$ cat src/rtl/pong_match_controller.sv
// Match sequencer for a two-player pong game: serve countdown, rally, point display, game over.
// Optional macro WIN_BY_TWO_EN: win needs a two-point lead, with deuce scores folded back by one.
module pong_match_controller #(
  parameter int WIN_SCORE   = 10,
  parameter int SERVE_TICKS = 60,
  parameter int POINT_TICKS = 30
) (
  input  logic       CLOCK_50,
  input  logic       RESET_N,
  input  logic       tick,
  input  logic       start,
  input  logic       pause,
  input  logic       p1_point,
  input  logic       p2_point,
  output logic [2:0] state,
  output logic       play_en,
  output logic       ball_reset,
  output logic       serve_dir,
  output logic [3:0] p1_score,
  output logic [3:0] p2_score,
  output logic [1:0] winner
);

  typedef enum logic [2:0] {
    IDLE  = 3'd0,
    SERVE = 3'd1,
    PLAY  = 3'd2,
    POINT = 3'd3,
    OVER  = 3'd4
  } state_t;

  localparam logic [3:0] WIN4     = 4'(WIN_SCORE);
  localparam logic [7:0] SERVE_LD = 8'(SERVE_TICKS);
  localparam logic [7:0] POINT_LD = 8'(POINT_TICKS);

  state_t     st_q;
  logic [7:0] countdown;
  logic [3:0] p1_next, p2_next;
  logic       p1_wins, p2_wins;
  logic       tick_en, last_tick;

  assign state     = st_q;
  assign tick_en   = tick && !pause;
  assign last_tick = tick_en && (countdown == 8'd1);

  function automatic logic [3:0] sat_inc(input logic [3:0] s);
    return (s == 4'hF) ? s : s + 4'd1;
  endfunction

  // Scores after a point in PLAY, and the win test applied when POINT expires.
  always_comb begin
    // NOTE: every variable gets a default first so no path leaves it unassigned and infers a latch.
    p1_next = p1_score;
    p2_next = p2_score;
    if (p1_point && !p2_point) p1_next = sat_inc(p1_score);
    else if (p2_point && !p1_point) p2_next = sat_inc(p2_score);
`ifdef WIN_BY_TWO_EN
    if (p1_next >= WIN4 && p2_next >= WIN4) begin
      p1_next = p1_next - 4'd1;
      p2_next = p2_next - 4'd1;
    end
    p1_wins = (p1_score >= WIN4) && ({1'b0, p1_score} >= {1'b0, p2_score} + 5'd2);
    p2_wins = (p2_score >= WIN4) && ({1'b0, p2_score} >= {1'b0, p1_score} + 5'd2);
`else
    p1_wins = (p1_score == WIN4);
    p2_wins = (p2_score == WIN4);
`endif
  end

  always_ff @(posedge CLOCK_50 or negedge RESET_N) begin
    if (!RESET_N) begin
      st_q       <= IDLE;
      countdown  <= 8'd0;
      p1_score   <= 4'd0;
      p2_score   <= 4'd0;
      winner     <= 2'b00;
      serve_dir  <= 1'b1;
      ball_reset <= 1'b0;
      play_en    <= 1'b0;
    end else begin
      // NOTE: non-blocking assignments so every register samples pre-edge values, as real flops do.
      ball_reset <= 1'b0;
      play_en    <= 1'b0;
      case (st_q)
        IDLE, OVER: begin
          if (start) begin
            st_q       <= SERVE;
            p1_score   <= 4'd0;
            p2_score   <= 4'd0;
            winner     <= 2'b00;
            ball_reset <= 1'b1;
            countdown  <= SERVE_LD;
          end
        end
        SERVE: begin
          if (last_tick) begin
            st_q      <= PLAY;
            countdown <= 8'd0;
            play_en   <= 1'b1;
          end else if (tick_en) begin
            countdown <= countdown - 8'd1;
          end
        end
        PLAY: begin
          // Points are taken even while paused; a double point is a replay.
          if (p1_point || p2_point) begin
            st_q      <= POINT;
            countdown <= POINT_LD;
            p1_score  <= p1_next;
            p2_score  <= p2_next;
            if (p1_point && !p2_point) serve_dir <= 1'b1;
            else if (p2_point && !p1_point) serve_dir <= 1'b0;
          end else begin
            play_en <= !pause;
          end
        end
        POINT: begin
          if (last_tick) begin
            if (p1_wins || p2_wins) begin
              st_q      <= OVER;
              winner    <= {p2_wins, p1_wins};
              countdown <= 8'd0;
            end else begin
              st_q       <= SERVE;
              ball_reset <= 1'b1;
              countdown  <= SERVE_LD;
            end
          end else if (tick_en) begin
            countdown <= countdown - 8'd1;
          end
        end
        default: st_q <= IDLE;
      endcase
    end
  end

endmodule
$ cat config.mk
export PLATFORM = sky130hd
export DESIGN_NAME = pong_match_controller
export DESIGN_NICKNAME = d
export VERILOG_FILES = /design/src/rtl/pong_match_controller.sv
export SDC_FILE = /design/constraint.sdc
export NUM_CORES = 1
export LEC_CHECK = 0
export ABC_AREA = 0
export CORE_UTILIZATION = 48
export DETAILED_ROUTE_END_ITERATION = 10
export PLACE_DENSITY = 0.83
export SYNTH_ARGS = -nofsm -noshare
export SYNTH_HDL_FRONTEND = slang
export SYNTH_SLANG_ARGS = --single-unit
$ cat constraint.sdc
create_clock -name CLOCK_50 -period 1.75 [get_ports CLOCK_50]
set_clock_uncertainty 0.05 [all_clocks]
set_input_delay 0.175 -clock CLOCK_50 [delete_from_list [all_inputs] [get_ports CLOCK_50]]
set_output_delay 0.175 -clock CLOCK_50 [all_outputs]
set_load 0.02 [all_outputs]
==> results of run 1 <==
## worst paths after layout
path	start	to	slack (ns)	depth (start not counted)
setup / recovery	countdown[1]	countdown[4]	-0.009	6
hold / removal	RESET_N	countdown[6]	0.14	2
setup reg to reg	countdown[1]	countdown[4]	-0.009	6
hold reg to reg	countdown[7]	countdown[7]	0.48	1
max in group asynchronous	RESET_N	serve_dir	1.22	2
min in group CLOCK_50	countdown[7]	countdown[7]	0.48	1
## sequential cells by signal, indices dropped and copies added (netlist names)
register,cells
state,3
p1_score,4
play_en,1
winner,2
p2_score,4
serve_dir,1
countdown,8
ball_reset,1
## placed cells by master, fill, tap and decap left out, drive strengths merged, types with 3 or more instances in the layout
cell type / instances
a21oi: 8
a31oi: 4
buf: 43
clkbuf: 4
clkdlybuf4s50: 21
dfrtp: 23
ha: 9
inv: 12
nand2: 12
nand2b: 4
nand3: 6
nand3b: 4
nor2: 7
nor2b: 3
nor3: 5
o21ai: 14
o22ai: 4
o31ai: 3
o41ai: 3
or3: 4
## what timing repair did
item	in CTS	in global routing
pin swaps	1	8
buffers inserted	2	5
gates resized for setup	4	21
endpoints found under the setup margin	10	13
## per-stage QoR
step                      area (sq um)  setup WS (ns)
after detailed placement          2080         -0.357
after global routing              2260        -0.0733
final                             2260       -0.00909
after CTS                         2130        0.00356
after global placement            2080         -0.275
after floorplan                   1570       -0.00360
## metal layers
metal	global-route usage	vias to the layer above	routed length, microns
met5	0	-	0
met4	0.0952	0	72
met3	0.0546	13	191
met2	0.461	63	2320
met1	0.321	786	1910
li1	-	753	-
## final cells by class
type,instances,area share
Multi-Input combinational cell,124,0.427
Sequential cell,24,0.270
Timing Repair Buffer,65,0.243
Tap cell,44,0.0244
Inverter,12,0.0199
Clock buffer,4,0.0161
## worst register-to-register path, stage by stage (launching register included)
cell,delay (ns)
dfrtp_1,0.42
inv_2,0.08
ha_4,0.11
and4bb_2,0.30
a31oi_2,0.15
a2111o_1,0.35
a22o_1,0.20
## cell families after synthesis
kind of cell,Yosys count,share of synthesized area
multiplexers,2,0.0144
buffers and inverters,17,0.0521
flip-flops,24,0.385
AO/OA/AOI/OAI,50,0.220
AND/OR/NAND/NOR,63,0.256
adder cells (fa/ha/maj),9,0.0721
## power breakdown
group	switching, mW	total, mW	internal [mW]
Combinational	0.872	1.75	0.883
Clock	0.173	0.301	0.128
Sequential	0.238	1.02	0.779
Total	1.28	3.07	1.79
==> results.env, run 1 <==
CTS_MADE_BUFFERS=3
CRITICAL_PATH_CLASS='reg2reg'
FINALSETUPVIOLATIONS=1
WHS_NS=0.140
CPLARGESTDELAYFAMILY='compound AO/OA/AOI/OAI gates'
SETUP_TOTAL_NEGATIVE_SLACK_NS=-0.00909
WORST_SETUP_PATH_START_KIND='register'
PLACE.DETAILED.HPWL_MM=3.13
VIOLATIONS_IN_THE_FINAL_REPORTS='negative setup slack'
FP.DIEH_MICRONS=59.0
MULTIINPUTGATEAREA_SQ_UM=965
SYNTH.CELL_AREA_SQ_UM=1560
CTSROOTBUFFERMASTER='clkbuf_4'
SHARE_OF_FINAL_LAYOUT_STANDARD_CELLS_STRONGER_THAN_DRIVE_STRENGTH_1=0.362
SYNTH_COMMON_CELLS='23 x dfrtp_1, 14 x o21ai_0, 12 x inv_1, 12 x nand2_1, 9 x ha_1'
POWER_LEAKAGE_nW=0.980
DP.CELLS=262
YOSYS_REGISTER_BITS=24
YOSYSTOPAREACELL='dfrtp_1'
ANTENNA_VIOLATING_NETS_POST_ROUTE=0
CLOCK_LATENCY_NS=0.33
CRIT_FANOUT=3
TOTAL_ITERATIONS_OF_THE_FIRST_DETAILED_ROUTING_RUN=4
FINALWIRELENGTH_MM=4.49
ROUTED-VIA-COUNT=1615
CTS_BUFFER_DEPTH=2
TRITONCTS='yes'
VIASPERCELL=5.92
DRT-WIRELENGTH-PER-CELL_MICRONS=16.5
SYNTH_CELL_TYPES=50
ANTENNA-DIODE-COUNT=0
MAX_SLEW_MARGIN=0.752
DESIGN_POWER_TOTAL_mW=3.07
SYNTH_TOP_AREA_SHARE=0.369
POSTSYNTH.TOPFLOPCELL='dfrtp_1'
DESIGN.CORE.AREA_SQ_UM=3080
PLACEMENT.IO_BUFFERS=22
NUMBER_OF_DRC_VIOLATIONS_AFTER_DETAILED_ROUTING=0
ASYNCSETRESETFLOPFRACSYNTH=1.00
GRT_OVERFLOW_TOTAL=0
SLEW_VIOLATIONS=0
MAX-VDD-IR-DROP_V=0.000916
SYNTHESIS.NETS=181
NETLIST_TOP_CELLS_AREA='dfrtp_1 37%, ha_1 7.2%, o21ai_0 4.5%'
TIMING.CRITICAL_PATH.REQUIRED_NS=1.93
YOSYS.CELL_COUNT.TOP_TYPE='dfrtp_1'
GRTUSAGETOTAL=0.264
AREA.GROWTH.SYNTH_TO_FINAL_PCT=44.7
SETUP_WS_NS=-0.00909
FIRST_GLOBAL_VIAS=1584
NUM_ROWS=20
OUTCOME='finished, violations left'
TIMING.FINAL.CRIT_PERIOD_NS=1.76
SYN-MEAN-INSTANCE-AREA_SQ_UM=9.46
MAX_CLOCK_FREQ_MHz=568
UNREPAIRED_SETUP_ENDPOINTS_AFTER_GLOBAL_ROUTING='true'
CLK_PIN_SLEW_WORST_PATHS_NS=0.13
CTS.SINK_COUNT=24
FIN_CELLS=273
FINAL.FILL_COUNT=232
TIMING.FINAL.HOLD_VIOLATIONS=0
POWER_PER_CELL_AREA_nW_PER_UM2=1360
TIMING.CRITICAL_PATH.TO_TYPE='register'
WORST_PIN_SLEW_NS=0.372
NNETSFINAL=246
FINAL.PERIOD_UTILIZATION=1.01
SYNTH-EDFF-COUNT=0
FP.DIEAREA_SQ_UM=3490
HOLD_CLASS='in2async'
GRT_ANTENNA_BEFORE_REPAIR=0
WIRE_LENGTH_OF_THE_FIRST_GLOBAL_ROUTING_PASS_MM=7.04
MAX_STAGE_DELAY_NS=0.42
DIE_X_MICRONS=59.0
MAX_CAP_VIOLATIONS=0
INITIAL_UTILIZATION=0.507
CTS_HOLD_BUFFERS=0
WORST-ENDPOINT-ARRIVAL_NS=1.94
CRIT_BUF_INV=1
PATH_CELLS='inv_2 -> ha_4 -> and4bb_2 -> a31oi_2 -> a2111o_1 -> a22o_1'
IO_PINS=23
FIRST_ITER_VIOLATIONS=115
POST_SYNTH_INST_COUNT=165
CRITPATHSLOWESTCELL='dfrtp_1'
GP_CONGESTION=0.945
SYNTH_WARNINGS=0
FINAL_UTIL=0.734
GRT_MAX_DEGREE=25
H-TREE-DEPTH=1
SEQUENTIAL_CELL_AREA_FRACTION_IN_THE_YOSYS_REPORT=0.385
SEQ_AREA_SQ_UM=609
No activity file was read; power rests on OpenSTA's default activity.
==> inputs of run 2 (changes only) <==
Settings changed: GPL_TIMING_DRIVEN set to 0.
==> run 2 against run 1 <==
  * The run still ends with negative setup slack left
  * Sequential share of layout area grew 0.075 points
  * Global-route usage shrank 1.4 points
  * Register-to-register slack lost 0.06 ns
  * Count of clock-buffer cells in the layout is the same
  * Critical path type unchanged
  * Highest routed layer unchanged
==> results.env, run 2 (synthesis results as in run 1) <==
STDCELL_AREA_SQ_UM=2250
FP.DIEAREA_SQ_UM=3490
NNETSFINAL=232
H-TREE-DEPTH=1
FINALWIRELENGTH_MM=4.89
ANTENNA-DIODE-COUNT=0
PLACEMENT.IO_BUFFERS=22
TIMING.FINAL.HOLD_VIOLATIONS=0
CTSROOTBUFFERMASTER='clkbuf_4'
CRITICAL_PATH_CLASS='reg2reg'
COMB_POWER_SHARE=0.563
MAX-VDD-IR-DROP_V=0.000860
LARGESTREGISTERS='countdown: 8 flops, p1_score: 4 flops, p2_score: 4 flops'
LARGEST_REGISTER_FF_COUNT=8
SLEW_VIOLATIONS=0
INITIAL_UTILIZATION=0.507
CRIT_FANOUT=6
WORST_PIN_SLEW_NS=1.10
GRTUSAGETOTAL=0.250
MIN-DELAY-START='p2_point'
FIRST_ITER_VIOLATIONS=78
ANTENNA_VIOLATING_NETS_POST_ROUTE=0
HOLD_CLASS='in2reg'
DP.CELLS=231
VIASPERCELL=6.37
TIMING.CRITICAL_PATH.REQUIRED_NS=1.92
LAYOUT.CELLS.MOST_COMMON_LIST='24 x buf_4, 20 x clkdlybuf4s50_1, 17 x dfrtp_1, 13 x o21ai_0, 12 x nand2_1'
CTS_HOLD_BUFFERS=0
NETSWITCHINGPOWER_mW=1.39
SETUP_TOTAL_NEGATIVE_SLACK_NS=-0.288
WORST-ENDPOINT-ARRIVAL_NS=1.99
CLOCK_LATENCY_NS=0.33
MAX_SLEW_MARGIN=0.266
DRT-WIRELENGTH-PER-CELL_MICRONS=18.9
IO_PINS=23
FIN_CELLS=259
NUMBER_OF_DRC_VIOLATIONS_AFTER_DETAILED_ROUTING=0
GRT_OVERFLOW_TOTAL=0
NUM_ROWS=20
GP_CONGESTION=0.862
DESIGN.CORE.AREA_SQ_UM=3080
WORST_SETUP_PATH_START_KIND='register'
TRITONCTS='yes'
RR_STARTPOINT='countdown[1]'
MOSTFREQUENTLAYOUTCELL='buf_4'
P_SEQ_FRAC=0.337
FP.DIEH_MICRONS=59.0
VIOLATIONS_IN_THE_FINAL_REPORTS='negative setup slack'
REGISTERS.TOP_BY_FF_COUNT='countdown'
CTS_BUFFER_DEPTH=2
SHARE_OF_FINAL_LAYOUT_STANDARD_CELLS_STRONGER_THAN_DRIVE_STRENGTH_1=0.367
POWER_LEAKAGE_nW=0.905
MAX_CAP_VIOLATIONS=0
OUTCOME='finished, violations left'
DIE_X_MICRONS=59.0
CTS_MADE_BUFFERS=3
TOTAL_ITERATIONS_OF_THE_FIRST_DETAILED_ROUTING_RUN=4
UNREPAIRED_SETUP_ENDPOINTS_AFTER_GLOBAL_ROUTING='true'
PLACE.DETAILED.HPWL_MM=2.71
CLK_PIN_SLEW_WORST_PATHS_NS=0.15
TIMING.CRITICAL_PATH.TO_TYPE='register'
DPL-INSTANCE-AREA_SQ_UM=1840
SWITCHING_SHARE=0.441
FINAL.PERIOD_UTILIZATION=1.04
MULTIINPUTGATEAREA_SQ_UM=1060
WORSTSETUPSTARTPOINT='countdown[1]'
POWER_PER_CELL_AREA_nW_PER_UM2=1390
TIMING.FINAL.CRIT_PERIOD_NS=1.82
FINAL.FILL_COUNT=204
MAX_CLOCK_FREQ_MHz=550
FINALSETUPVIOLATIONS=7
POWER.INTERNAL_mW=1.76
FIRST_GLOBAL_VIAS=1482
ROUTED-VIA-COUNT=1649
WIRE_LENGTH_OF_THE_FIRST_GLOBAL_ROUTING_PASS_MM=6.63
GRT_MAX_DEGREE=25
CTS.SINK_COUNT=24
PWR-SHARE-CLK=0.100
SEQ_AREA_SQ_UM=609
GRT_ANTENNA_BEFORE_REPAIR=0
SETUP_WS_NS=-0.0684
AREA.GROWTH.SYNTH_TO_FINAL_PCT=44.3
## run 2: cell count changes in the layout (fill, tap and decap cells not counted), moves of 2 or more
cell	before	now
ha_2	2	0
o41ai_2	0	3
inv_1	10	7
buf_4	42	24
a31oi_4	0	2
a21oi_1	6	4
buf_6	1	3
inv_2	2	4
nor3_2	2	0
o41ai_1	3	0
a21oi_2	2	4
## run 2: final cells by class
class | count | share of cell area
buffer | 5 | 0.0189
clock buffer | 4 | 0.0161
inverter | 12 | 0.0217
multi-input combinational | 124 | 0.470
sequential | 24 | 0.270
tap | 44 | 0.0244
timing repair buffer | 46 | 0.178
## run 2: worst paths after layout
path                       slack [ns]           end  cells after the start
max in group asynchronous        0.54   p2_score[0]                      1
setup / recovery                -0.07  countdown[5]                      5
hold reg to reg                  0.47     serve_dir                      2
setup reg to reg                -0.07  countdown[5]                      5
min in group asynchronous        0.37  countdown[7]                      1
hold / removal                   0.31     serve_dir                      5
## run 2: per-layer routing
| metal | GRT usage | up-vias | routed length [microns] |
|---|---|---|---|
| met4 | 0.102 | 0 | 165 |
| met1 | 0.319 | 808 | 1920 |
| met5 | 0 | - | 0 |
| met3 | 0.0218 | 22 | 294 |
| li1 | - | 730 | - |
| met2 | 0.435 | 89 | 2510 |
## run 2: repair_timing
| item | 4_1_cts | 5_1_grt |
|---|---|---|
| pin swaps | 8 | 7 |
| resized for setup | 18 | 26 |
| buffers inserted | 12 | 12 |
| cloned | 0 | 0 |
| setup endpoints to repair | 15 | 18 |
## run 2: per-stage QoR
| stage | hold WS, ns | setup WS (ns) | power [mW] | util |
|---|---|---|---|---|
| CTS | 0.411 | -0.0372 | 2.82 | 0.667 |
| detailed placement | 0.429 | -0.552 | 2.33 | 0.599 |
| global route | 0.354 | -0.200 | 3.31 | 0.732 |
| global placement | 0.426 | -0.440 | 2.25 | 0.599 |
| finish | 0.310 | -0.0684 | 3.14 | 0.732 |
| floorplan | -0.171 | -0.00360 | 1.84 | - |
## run 2: worst max-delay path, stage by stage, from the launching register on
cell and delay (ns):
dfrtp_1 0.42, buf_4 0.14, nor4b_2 0.52, a21boi_0 0.24, nor3b_1 0.23, o22ai_1 0.11
## run 2: power groups by stage
stage | combinational (mW) | sequential, mW | clock (mW)
global placement | 1.23 | 1.02 | 0
detailed placement | 1.29 | 1.04 | 0
CTS | 1.50 | 1.02 | 0.307
global route | 1.90 | 1.08 | 0.331
floorplan | 0.705 | 1.14 | 0
finish | 1.77 | 1.06 | 0.314
